<file path="src/rtl/byte_word_packer.sv">
// Byte-to-word width adapter: packs REPLICATION_FACTOR bytes (lane 0 first) into one
// registered word, padding and flagging a short final group terminated by in_last.
module byte_word_packer #(
    parameter int unsigned REPLICATION_FACTOR = 3,
    parameter logic [7:0]  PAD_BYTE           = 8'h00
) (
    input  logic                                   clock,
    input  logic                                   reset,
    input  logic [7:0]                             in_data,
    input  logic                                   in_valid,
    output logic                                   in_ready,
    input  logic                                   in_last,
    output logic [8*REPLICATION_FACTOR-1:0]        out_data,
    output logic                                   out_valid,
    input  logic                                   out_ready,
    output logic                                   out_last,
    output logic [$clog2(REPLICATION_FACTOR+1)-1:0] out_count
);

    localparam int unsigned R         = REPLICATION_FACTOR;
    localparam int unsigned CNT_W     = (R > 1) ? $clog2(R) : 1;
    localparam int unsigned OUT_CNT_W = $clog2(R + 1);

    logic [R-1:0][7:0] acc;
    logic [CNT_W-1:0]  cnt;

    logic              in_fire;
    logic              out_fire;
    logic              word_done;
    logic [R-1:0][7:0] next_word;

    // NOTE: every signal written in always_comb gets a value on every path, otherwise a latch is inferred.
    always_comb begin
        in_ready  = ~out_valid | out_ready;
        in_fire   = in_valid & in_ready;
        out_fire  = out_valid & out_ready;
        word_done = in_fire & (in_last | (cnt == CNT_W'(R - 1)));

        next_word = '0;
        for (int k = 0; k < int'(R); k++) begin
            if (CNT_W'(k) < cnt) begin
                next_word[k] = acc[k];
            end else if (CNT_W'(k) == cnt) begin
                next_word[k] = in_data;
            end else begin
                next_word[k] = PAD_BYTE;
            end
        end
    end

    // NOTE: sequential state uses non-blocking assignments so every register samples pre-edge values.
    always_ff @(posedge clock or posedge reset) begin
        if (reset) begin
            acc       <= '0;
            cnt       <= '0;
            out_data  <= '0;
            out_valid <= 1'b0;
            out_last  <= 1'b0;
            out_count <= '0;
        end else begin
            if (word_done) begin
                out_data  <= next_word;
                out_count <= OUT_CNT_W'(cnt) + OUT_CNT_W'(1);
                out_last  <= in_last;
                out_valid <= 1'b1;
                cnt       <= '0;
                acc       <= '0;
            end else begin
                // A drained word without a replacement leaves data/count as don't-care.
                if (out_fire) begin
                    out_valid <= 1'b0;
                end
                if (in_fire) begin
                    for (int k = 0; k < int'(R); k++) begin
                        if (CNT_W'(k) == cnt) begin
                            acc[k] <= in_data;
                        end
                    end
                    cnt <= cnt + CNT_W'(1);
                end
            end
        end
    end

endmodule

</file>
<file path="config.mk">
export PLATFORM = sky130hd
export DESIGN_NAME = byte_word_packer
export DESIGN_NICKNAME = d
export VERILOG_FILES = /design/src/rtl/byte_word_packer.sv
export SDC_FILE = /design/constraint.sdc
export NUM_CORES = 1
export LEC_CHECK = 0
export ABC_AREA = 1
export BUFFER_PORTS_ARGS = -buffer_cell sky130_fd_sc_hd__buf_2
export CORE_UTILIZATION = 55
export DETAILED_ROUTE_END_ITERATION = 8
export PLACE_DENSITY_LB_ADDON = 0.3
export SLEW_MARGIN = 20
export SYNTH_ARGS = -nofsm -noshare
export SYNTH_HDL_FRONTEND = slang
export SYNTH_SLANG_ARGS = --single-unit
export TNS_END_PERCENT = 50
</file>
<file path="constraint.sdc">
create_clock -name clock -period 1.9 [get_ports clock]
set_clock_uncertainty 0.05 [all_clocks]
set_input_delay 0.38 -clock clock [delete_from_list [all_inputs] [get_ports clock]]
set_output_delay 0.38 -clock clock [all_outputs]
set_load 0.02 [all_outputs]
</file>
# Yosys cells after proc, flatten, opt, wreduce, memory -nomap -nowiden
# Cells that the tools add are included.
# totals
ramBits	0
in_bits	13
mem_count	0
romBits	0
elab_cells	45
regBits	54
latch_bits	0
# classes
n_lt_le_gt_ge	3
div_mod_pow	0
muxes	15
mul	0
n_shift	0
n_reduce_logical	9
n_eq_ne	3
add_sub_neg	1
bitwise	6
# op_table
cell	count
two-way mux 8 bit	9
two-way mux 24 bit	2
nonzero test 2 bit	5
AND reduction 2 bit	3
< comparator 1 x 2 -> 1 bit (first input constant)	2
two-way mux 2 bit	2
bitwise AND 1 bit	3
adder 2 x 1 -> 2 bit (second input constant)	1
equality test 1 x 2 -> 1 bit (first input constant)	1
equality test 2 bit (first input constant)	1
equality test 2 bit (second input constant)	1
logical NOT 2 bit	1
< comparator 2 bit (first input constant)	1
two-way mux 1 bit	2
OR 1 bit	2
NOT 1 bit	1

# Depth between registers and ports, before layout
# logic_depth
word_depth	6
ltp_mapped	10

# Least setup slack after synthesis
# Ideal clock, no wire load.
# synth_timing
kind	register to register
start	register cnt[1]
end	register out_data[7]
stages_incl_launch_ff	10
setup_time_ps	117
t_arrival_ps	1403
slack_ps	330
period_less_slack_ps	1570
n_path_buf	3
path_cell_list	dfrtp_1 buf_2 inv_1 ha_1 buf_4 inv_1 buf_4 o21ai_0 nand2_1 nand2_1
# synth_via
elab_chain_len	3
# synth_lines
item	line	text
from (decl)	25	logic [CNT_W-1:0] cnt;
from (signal assigned)	79	cnt <= cnt + CNT_W'(1);
equality test 2 bit / logical NOT 2 bit (equally long branches)	37, 43	
OR 1 bit / two-way mux 8 bit (equally long branches)	37, 43	
bitwise AND 1 bit / two-way mux 8 bit (equally long branches)	37, 41	
to (signal assigned)	62	out_data <= next_word;
to (decl)	13	output logic [8*REPLICATION_FACTOR-1:0] out_data,
# Several ways; a longest one is shown, not always the timed one.
# A chain may end at the register's enable or synchronous reset.

# Worst setup path after layout
# layout_timing
start	register cnt[0]
end	register acc[3] (netlist name)
# layout_via
elab_chain_len	5
# layout_lines
item	line	text
equality test 2 bit	37	word_done = in_fire & (in_last | (cnt == CNT_W'(R - 1)));
OR 1 bit	37	
bitwise AND 1 bit	37	
nonzero test 2 bit (no source line)	-	
AND reduction 2 bit (no source line)	-	
to (signal, indexed assignment)	76	acc[k] <= in_data;
to (decl)	24	logic [R-1:0][7:0] acc;
# Several ways; a longest one is shown, not always the timed one.

==> qor.txt <==
Setup Viol. Count Final = 0
Top Ports = 42
Layout cells sized above 1 = 0.198
TritonCTS clock tree = yes
Slew headroom = 0.729
Slowest stage delay, CP = 410 ps
Critical Path RT = 2050 ps
Worst-path clk slew = 100 ps
DR DRC count = 0
Core area = 4350 um^2
DR vias/cell = 5.13
Vias in the first global route = 1836
Die width = 69.2 um
Worst-Skew Late Latency = 310 ps
Crit path top cell by count = nand2_1
Hold WC Path Type = in2async
Initial core utilization = 0.570
Cts bufs inserted = 5
Footprint of the multi-input gates = 937 um^2
GR Overflow Total = 0
Crit share post-route = 0.923
Fillers = 400
Row count = 24
Final Hold Viols = 0
R2r startpoint = cnt[0]
Worst r2r path cells = 8
Register area = 1350 um^2
Cells after DPL = 385
CTS Hold Bufs = 0
Die H = 69.2 um
# clock sinks = 54
Design area = 2840 um^2
R2R Setup Slk = 150 ps
Max-Cap Viols = 0
Cell Pwr Density = 1220 nW/um^2
GR Util met1 = 0.330
Grt met3 use = 0.0465
Avg Cell Area, Syn = 8.33 um^2
Area Growth Syn to Fin = 14.2%
Crit start category = register
Top cell type's share of synthesized area = 0.544
Post-route minimum period = 1750 ps
Vias = 2027
Diodes inserted = 0
Total die area = 4790 um^2
Yosys top cell by area = dfrtp_1
Sequential area share after synthesis = 0.544
F_max = 570 MHz
Most common cell after layout, fill and taps aside = nand2_1
CTS max path bufs = 2
Buffers on Ports = 41
Layout Nets = 359
Netlist cell types = 16
Number of antenna-violating nets in the routed design = 0
Post-DP Area = 2720 um^2
CTS HTree Levels = 2
Static Leak = 1.66 nW
Crit path kind = reg2reg
Crit Path Max Fanout = 9
Fin cells = 395
Layout Utilization = 0.651
Syn Inst Count = 298
Status = complete, no violations
Crit-path cells = inv_1, ha_1, clkinvlp_4, buf_4, nand2_1, nand2_2, nand2_1, nand2_1
Worst Tran Pin Value = 406 ps
Initial drt markers = 165
Slowest CP cell = dfrtp_1
CTS Root Cell = clkbuf_8
Crit. End Element = register
RePlAce Congestion = 0.842
Most frequent cells in the layout = nand2_1, dfrtp_1, buf_2, o21ai_0, inv_1
Cell area after synthesis = 2480 um^2
Drt wl/cell = 13.1 um
Largest cells by area after synthesis = dfrtp_1, nand2_1, o21ai_0, nand4_1, inv_1
Pre-antenna DRT Iters = 4
Reg-to-Reg End = acc[3]
First-pass GRT wire length = 8690 um
Drt total wl = 5170 um
WP data arrival = 1900 ps
Register bit total from synthesis = 54
Met2 Use GR = 0.351
Grt peak-use layer = met2
Synth warn = 0
DP HPWL = 3700 um
Final Max Slew Viols = 0
VDD IR max = 0.000581 V
Net count after synthesis = 315
Initial antenna violation count = 0
Total GRT Usage = 0.230
Largest net degree at the start of global routing = 38
==> final cells by class <==
type	count	share of cell area
Clock buffer	6	0.0291
Sequential cell	54	0.477
Inverter	24	0.0331
Timing Repair Buffer	51	0.103
Clock inverter	2	0.00441
Multi-Input combinational cell	206	0.331
Tap cell	52	0.0229
==> cells in the mapped netlist (all sizes together) <==
master / count
nor2: 2
ha: 4
a21oi: 1
nand2: 154
o21ai: 26
inv: 24
buf: 14
nand3: 2
nand4: 16
nand3b: 1
dfrtp: 54
==> what timing repair did <==
item | in CTS | in global routing
setup endpoints to repair | 0 | 2
setup buffers | 0 | 2
gates resized for setup | 0 | 1
==> where the power goes <==
| part | switching, mW | internal (mW) |
|---|---|---|
| Sequential | 0.147 | 1.42 |
| Clock | 0.371 | 0.294 |
| Combinational | 0.823 | 0.409 |
==> worst max-delay path by stage <==
stage	start	depth (start not counted)	end
global placement	cnt[0]	7	acc[5]
detailed placement	cnt[0]	7	acc[6]
floorplan	reset	1	acc[0]
finish	cnt[0]	8	acc[3]
global route	cnt[0]	8	acc[3]
CTS	cnt[0]	7	acc[6]
==> routing by layer <==
layer / wire length [um] / part of all wire
met1: 2350 / 0.45
met2: 2440 / 0.47
met3: 287 / 0.056
met4: 99 / 0.019
met5: 0 / 0
==> registers in the layout (all words and copies together), names as in the netlist <==
register	flops
acc	24
out_data	24
cnt	2
out_count	2
out_last	1
out_valid	1
==> cell families (layout without fill, tap and decap cells) <==
| family | count (synthesis) | count (layout) | synth area share |
|---|---|---|---|
| compound gates | 27 | 27 | 0.0590 |
| fa+ha+maj | 4 | 4 | 0.0202 |
| buf+inv | 38 | 83 | 0.0781 |
| flops | 54 | 54 | 0.544 |
| simple gates | 175 | 175 | 0.298 |
==> critical path: cells and delay by family (launching register included) <==
family                     cells  cell delay (ps)
adders and majority gates      1              380
and+or+nand+nor                4              340
DFF                            1              410
buffers and inverters          3              460
==> metrics by stage <==
stage          setup TNS [ps]  worst slack [ps]  hold slack, ps  total power [mW]
3_3_place_gp                0               280             336              2.76
3_5_place_dp                0               213             342              2.79
4_1_cts                     0               192            9.65              3.45
6_report                    0               146            1.10              3.47
5_1_grt                 -23.5             -15.7            19.4              3.70
2_1_floorplan               0               155             386              2.44
Power figures use the tool's default switching activity.
